==> src/rtl/fb_arb_pkg.sv <==
// Shared types and default geometry for the frame/board RAM write arbiter.
package fb_arb_pkg;

  localparam int FB_ADDRESS_WIDTH = 12;
  localparam int FB_DEPTH         = 1200;
  localparam int FB_BYTE_WIDTH    = 8;
  localparam int FB_NUM_BYTES     = 4;

  typedef enum logic [0:0] {
    ARB   = 1'b0,
    CLEAR = 1'b1
  } fb_state_e;

  // One write request at the default geometry.
  typedef struct packed {
    logic [FB_ADDRESS_WIDTH-1:0]           addr;
    logic [FB_NUM_BYTES-1:0]               be;
    logic [FB_BYTE_WIDTH*FB_NUM_BYTES-1:0] wdata;
  } fb_req_t;

endpackage

==> src/rtl/fb_rr_arbiter.sv <==
// Two-way round-robin arbiter. The grant is combinational and one-hot;
// the last-grant pointer moves on every grant (grant implies transfer,
// since grant is only raised for a valid requester).
module fb_rr_arbiter (
  input  logic       clk,
  input  logic       reset_n,
  input  logic [1:0] valid,
  input  logic       enable,
  output logic [1:0] grant
);

  logic last;  // index of the requester granted most recently

  // On a tie, favour whichever requester did not win last time.
  always_comb begin
    grant = 2'b00;
    if (enable) begin
      if (valid == 2'b11) grant = last ? 2'b01 : 2'b10;
      else                grant = valid;
    end
  end

  // Pointer resets to "requester 1 last" so requester 0 wins the first tie.
  always_ff @(posedge clk) begin
    if (!reset_n)    last <= 1'b1;
    else if (|grant) last <= grant[1];
  end

endmodule

==> src/rtl/fb_write_arbiter.sv <==
// Write-port controller for the byte-enabled frame/board RAM: round-robin
// sharing between game logic (req0) and overlay (req1), plus a clear engine
// that fills every word. The clear engine is built only when FB_ARB_CLEAR_EN
// is defined; otherwise clear_start/clear_value are ignored.
module fb_write_arbiter
  import fb_arb_pkg::*;
#(
  parameter int ADDRESS_WIDTH = FB_ADDRESS_WIDTH,
  parameter int DEPTH         = FB_DEPTH,
  parameter int BYTE_WIDTH    = FB_BYTE_WIDTH,
  parameter int NUM_BYTES     = FB_NUM_BYTES
) (
  input  logic                            clk,
  input  logic                            reset_n,
  input  logic                            req0_valid,
  output logic                            req0_ready,
  input  logic [ADDRESS_WIDTH-1:0]        req0_addr,
  input  logic [NUM_BYTES-1:0]            req0_be,
  input  logic [BYTE_WIDTH*NUM_BYTES-1:0] req0_wdata,
  input  logic                            req1_valid,
  output logic                            req1_ready,
  input  logic [ADDRESS_WIDTH-1:0]        req1_addr,
  input  logic [NUM_BYTES-1:0]            req1_be,
  input  logic [BYTE_WIDTH*NUM_BYTES-1:0] req1_wdata,
  input  logic                            clear_start,
  input  logic [BYTE_WIDTH*NUM_BYTES-1:0] clear_value,
  output logic                            clear_busy,
  output logic                            addr_err,
  output logic                            ram_we,
  output logic [ADDRESS_WIDTH-1:0]        ram_waddr,
  output logic [NUM_BYTES-1:0]            ram_be,
  output logic [BYTE_WIDTH*NUM_BYTES-1:0] ram_wdata
);

  localparam int W = BYTE_WIDTH * NUM_BYTES;
  // One extra bit so DEPTH == 2**ADDRESS_WIDTH still compares correctly.
  localparam logic [ADDRESS_WIDTH:0]   DEPTH_W   = (ADDRESS_WIDTH+1)'(DEPTH);
  localparam logic [ADDRESS_WIDTH-1:0] LAST_ADDR = ADDRESS_WIDTH'(DEPTH - 1);

  logic                     arb_en;
  logic [1:0]               grant;
  logic                     xfer;
  logic                     g_legal;
  logic [ADDRESS_WIDTH-1:0] g_addr;
  logic [NUM_BYTES-1:0]     g_be;
  logic [W-1:0]             g_wdata;

`ifdef FB_ARB_CLEAR_EN
  localparam logic [0:0] S_ARB   = ARB;
  localparam logic [0:0] S_CLEAR = CLEAR;

  logic [0:0]               state;
  logic [ADDRESS_WIDTH-1:0] clr_cnt;  // address currently on ram_waddr during a sweep

  // No grants while sweeping, and a start pulse beats any request.
  assign arb_en     = reset_n && (state == S_ARB) && !clear_start;
  assign clear_busy = (state == S_CLEAR);
`else
  logic unused_clr;

  assign arb_en     = reset_n;
  assign clear_busy = 1'b0;
  assign unused_clr = ^{clear_start, clear_value};
`endif

  fb_rr_arbiter u_rr (
    .clk     (clk),
    .reset_n (reset_n),
    .valid   ({req1_valid, req0_valid}),
    .enable  (arb_en),
    .grant   (grant)
  );

  assign req0_ready = grant[0];
  assign req1_ready = grant[1];
  assign xfer       = |grant;

  // Select the granted request and check its address against the RAM size.
  always_comb begin
    g_addr  = grant[1] ? req1_addr  : req0_addr;
    g_be    = grant[1] ? req1_be    : req0_be;
    g_wdata = grant[1] ? req1_wdata : req0_wdata;
    g_legal = ({1'b0, g_addr} < DEPTH_W);
  end

  // Output registers and clear sweep; an illegal transfer is swallowed and
  // flagged instead of reaching the RAM.
  always_ff @(posedge clk) begin
    if (!reset_n) begin
      ram_we    <= 1'b0;
      ram_waddr <= '0;
      ram_be    <= '0;
      ram_wdata <= '0;
      addr_err  <= 1'b0;
`ifdef FB_ARB_CLEAR_EN
      state     <= S_ARB;
      clr_cnt   <= '0;
    end else if (state == S_CLEAR) begin
      // ram_wdata still holds the fill word latched at the start pulse.
      addr_err <= 1'b0;
      ram_be   <= '1;
      if (clr_cnt == LAST_ADDR) begin
        state   <= S_ARB;
        ram_we  <= 1'b0;
        clr_cnt <= '0;
      end else begin
        ram_we    <= 1'b1;
        clr_cnt   <= clr_cnt + 1'b1;
        ram_waddr <= clr_cnt + 1'b1;
      end
    end else if (clear_start) begin
      state     <= S_CLEAR;
      clr_cnt   <= '0;
      ram_we    <= 1'b1;
      ram_waddr <= '0;
      ram_be    <= '1;
      ram_wdata <= clear_value;
      addr_err  <= 1'b0;
`endif
    end else begin
      ram_we   <= xfer && g_legal;
      addr_err <= xfer && !g_legal;
      if (xfer && g_legal) begin
        ram_waddr <= g_addr;
        ram_be    <= g_be;
        ram_wdata <= g_wdata;
      end
    end
  end

endmodule

==> config.mk <==
export PLATFORM = sky130hd
export DESIGN_NAME = fb_write_arbiter
export DESIGN_NICKNAME = d
export VERILOG_FILES = /design/src/rtl/fb_arb_pkg.sv /design/src/rtl/fb_rr_arbiter.sv /design/src/rtl/fb_write_arbiter.sv
export SDC_FILE = /design/constraint.sdc
export NUM_CORES = 1
export LEC_CHECK = 0
export BUFFER_PORTS_ARGS = -buffer_cell sky130_fd_sc_hd__clkbuf_2
export CAP_MARGIN = 20
export CORE_ASPECT_RATIO = 1.25
export CORE_MARGIN = 2
export CORE_UTILIZATION = 30
export DETAILED_ROUTE_END_ITERATION = 8
export PLACE_DENSITY_LB_ADDON = 0.1
export SLEW_MARGIN = 25
export SYNTH_ARGS = -nofsm -noshare
export SYNTH_HDL_FRONTEND = slang
export SYNTH_SLANG_ARGS = --single-unit
==> constraint.sdc <==
create_clock -name clk -period 1.4 [get_ports clk]
set_input_delay 0.07 -clock clk [delete_from_list [all_inputs] [get_ports clk]]
set_output_delay 0.07 -clock clk [all_outputs]
set_load 0.03 [all_outputs]
==> metrics.txt <==
worst r2r dst ram_wdata[24]$_SDFFE_PN0P_; Net Switching 1.17 mW; Final min period 1.37 ns; Starting Density 31.0%; fin. max-slew vios 0; gr ovfl total 0; Pint 2.47 mW; worst hold slack 0.0753 ns; Max Fclk 731 MHz; Die W 86.5 µm; Pre-Repair DR Iteration Count 4; switching share of power 32.2%; Yosys reg bits 51; Placed Area 3560 µm²; R2R Setup Slk 0.03 ns; CP Capture Type flop; core area 8240 µm²; Worst setup endpoint ram_wdata[24]$_SDFFE_PN0P_; Die Height 107 µm; Synth cell types 23; register area share after synthesis 40.0%; Post-Synth XOR/XNOR Area 0%; Synth Area in Simple Gates 1.67%; Detailed Route WL 8300 µm; YS warnings 0; most frequent CP cell buf_6; Max Cap Violations 0; crit-path cells inv_2 -> a211oi_4 -> buf_6 -> buf_6 -> buf_4 -> a221oi_1 -> a211oi_1; top cells by area, synth dfxtp_1 (40%), mux2i_1 (20%), a221oi_1 (14%); total chip power 3.64 mW; RSZ-0062 raised after global routing yes; Comb pwr share 30.2%; max_slew headroom 60.5%; final hold violations 0; Commonest cells post-synth mux2i_1 (52), dfxtp_1 (51), a211oi_1 (42), a221oi_1 (42), buf_2 (22); final setup vio count 0; kind of critical path flop to flop; number of synthesized flops with an enable pin 0; R2R depth 7; Vias 2,707; CTS max path bufs 2; Site Rows 37; ys flop type dfxtp_1; clock network power share 26.1%; Synth Area in Adders 0%; Critical Path Start u_rr.last$_SDFFE_PN1P_; Vias/cell 5.40; worst min path class primary input to flop; pwr dens 909 nW/µm²; Cells after Synth 247; die area 9280 µm²; initial antenna violation count 0; Worst-Skew Late Latency 0.30 ns; post-route clock period utilization 97.8%; Critical-path top delay cell dfxtp_2; vias in the first global route 2,525; Net Count, Synth 380; Clock Root Buffer clkbuf_8; largest family of logic cells by synthesized area compound AO/OA/AOI/OAI gates; clock buffer count from CTS 5; layout cells sized above 1 56.7%; asr flop ratio synth 0%; # IOs 186; n_diodes 0; CTS tree done; Final Instance Area 4010 µm²; Mean Syn Cell Area 10.3 µm²; first-pass GRT wire length 12,700 µm; area delta synth->final 56.8%; Sink Count 51; hpwl dp 5670 µm; Req. time, crit path 1.62 ns; outcome finished, final reports clean; Synth Area in Compound Gates 30.8%; 1st-iter DRT viols 60; H-tree levels 2; Net count, final 536; IO Port Bufs 151; per-cell routed wire length 16.6 µm; Seq pwr share 43.8%; Max Fanout on Critical Path 5; hold path cells 3; Post-DRT Antenna Nets 0; Max stage delay on crit path 0.34 ns; VDD IR max 0.000366 V; largest net degree at the start of global routing 44; static leakage 1.94 nW; Cell Area, Synth 2550 µm²; Yosys top cell area share 40.0%; Max Clock Skew 0.00736 ns; Final GP Congestion 0.762; DRC 0; mux share of post-synthesis cell area 20.4%; FF-to-FF Start u_rr.last$_SDFFE_PN1P_; crit path DAT 1.59 ns; clk slew on worst S/H paths 0.10 ns; cell accounting for the most synthesized area dfxtp_1; Worst-Margin Slew 0.593 ns; count leader, synth mux2i_1; CP startpoint kind flop; GRT Util Overall 17.0%
==> layout make-up <==
cell class                 instances  area (µm²)
tap                               97         121
timing repair buffer             182        1170
inverter                           4        17.5
sequential                        51        1020
fill                             821        4230
multi-input combinational        159        1580
clock buffer                       8         100
==> timing repair <==
action	CTS	global route
buffers inserted	4	0
endpoints found under the hold margin	1	0
resized for setup	18	37
hold buffers	1	0
endpoints found under the setup margin	48	49
cloned	1	2
pin swaps	4	10
==> through the flow <==
| stage | std cells | setup slack, ns | util (%) | TNS, ns |
|---|---|---|---|---|
| floorplan | 247 | 0.0103 | - | 0 |
| global placement | 485 | -0.127 | 43.2 | -5.31 |
| detailed placement | 485 | -0.178 | 43.2 | -5.91 |
| CTS | 499 | -0.0218 | 45.8 | -0.0218 |
| global route | 501 | -0.0606 | 48.6 | -0.993 |
| finish | 501 | 0.0311 | 48.6 | 0 |
==> state kept, by name, indices dropped and copies added, names as in the netlist <==
signal     count
ram_wdata     32
ram_waddr     12
ram_be         4
addr_err       1
ram_we         1
u_rr.last      1
==> layout by cell type, fill, tap and decap left out, drive strengths merged <==
cell,count
dfxtp,51
a21oi,1
a211oi,43
o2111a,1
clkbuf,160
mux2i,52
o21ai,1
o21a,2
conb,1
nand3,1
a22o,1
buf,29
nor2,1
a21o,2
inv,4
nand2,9
a311oi,2
dlygate4sd3,1
a221oi,42
==> worst max-delay path, delay by kind of cell, from the launching register on <==
family	cells	cell delay, ns
flops	1	0.34
buf+inv	4	0.47
compound gates	3	0.47
==> logic make-up (layout without fill, tap and decap cells) <==
family / count (synthesis) / in the layout
AO/OA/AOI/OAI: 95 / 95
other: 1 / 1
flip-flops: 51 / 51
multiplexers: 52 / 52
AND/OR/NAND/NOR: 11 / 11
buffers and inverters: 37 / 194
==> power by group through the flow <==
stage                     clock network [mW]  registers (mW)  logic [mW]
after floorplan                            0            1.79       0.419
after global placement                     0            1.62       0.970
after detailed placement                   0            1.62       0.979
after CTS                              0.988            1.59        1.02
after global routing                    1.03            1.60        1.19
final                                  0.949            1.59        1.10
==> metal layers <==
layer	up-vias	track usage, %	wire length [µm]	part of all wire [%]
met5	-	0	0	0
met4	0	4.69	100	1.2
met3	7	3.00	483	5.8
met2	107	30.1	4170	50
met1	1283	20.9	3550	43
li1	1310	-	-	-
==> worst min-delay path by stage <==
stage                       from                        end  slack, ns
floorplan             req0_valid     u_rr.last$_SDFFE_PN1P_       0.17
global placement      req0_valid     u_rr.last$_SDFFE_PN1P_       0.32
detailed placement    req0_valid     u_rr.last$_SDFFE_PN1P_       0.34
CTS                 req0_addr[6]  ram_waddr[6]$_SDFFE_PN0P_       0.06
global route        req1_addr[6]  ram_waddr[6]$_SDFFE_PN0P_       0.08
finish              req1_addr[6]  ram_waddr[6]$_SDFFE_PN0P_       0.08
Power figures use the tool's default switching activity.
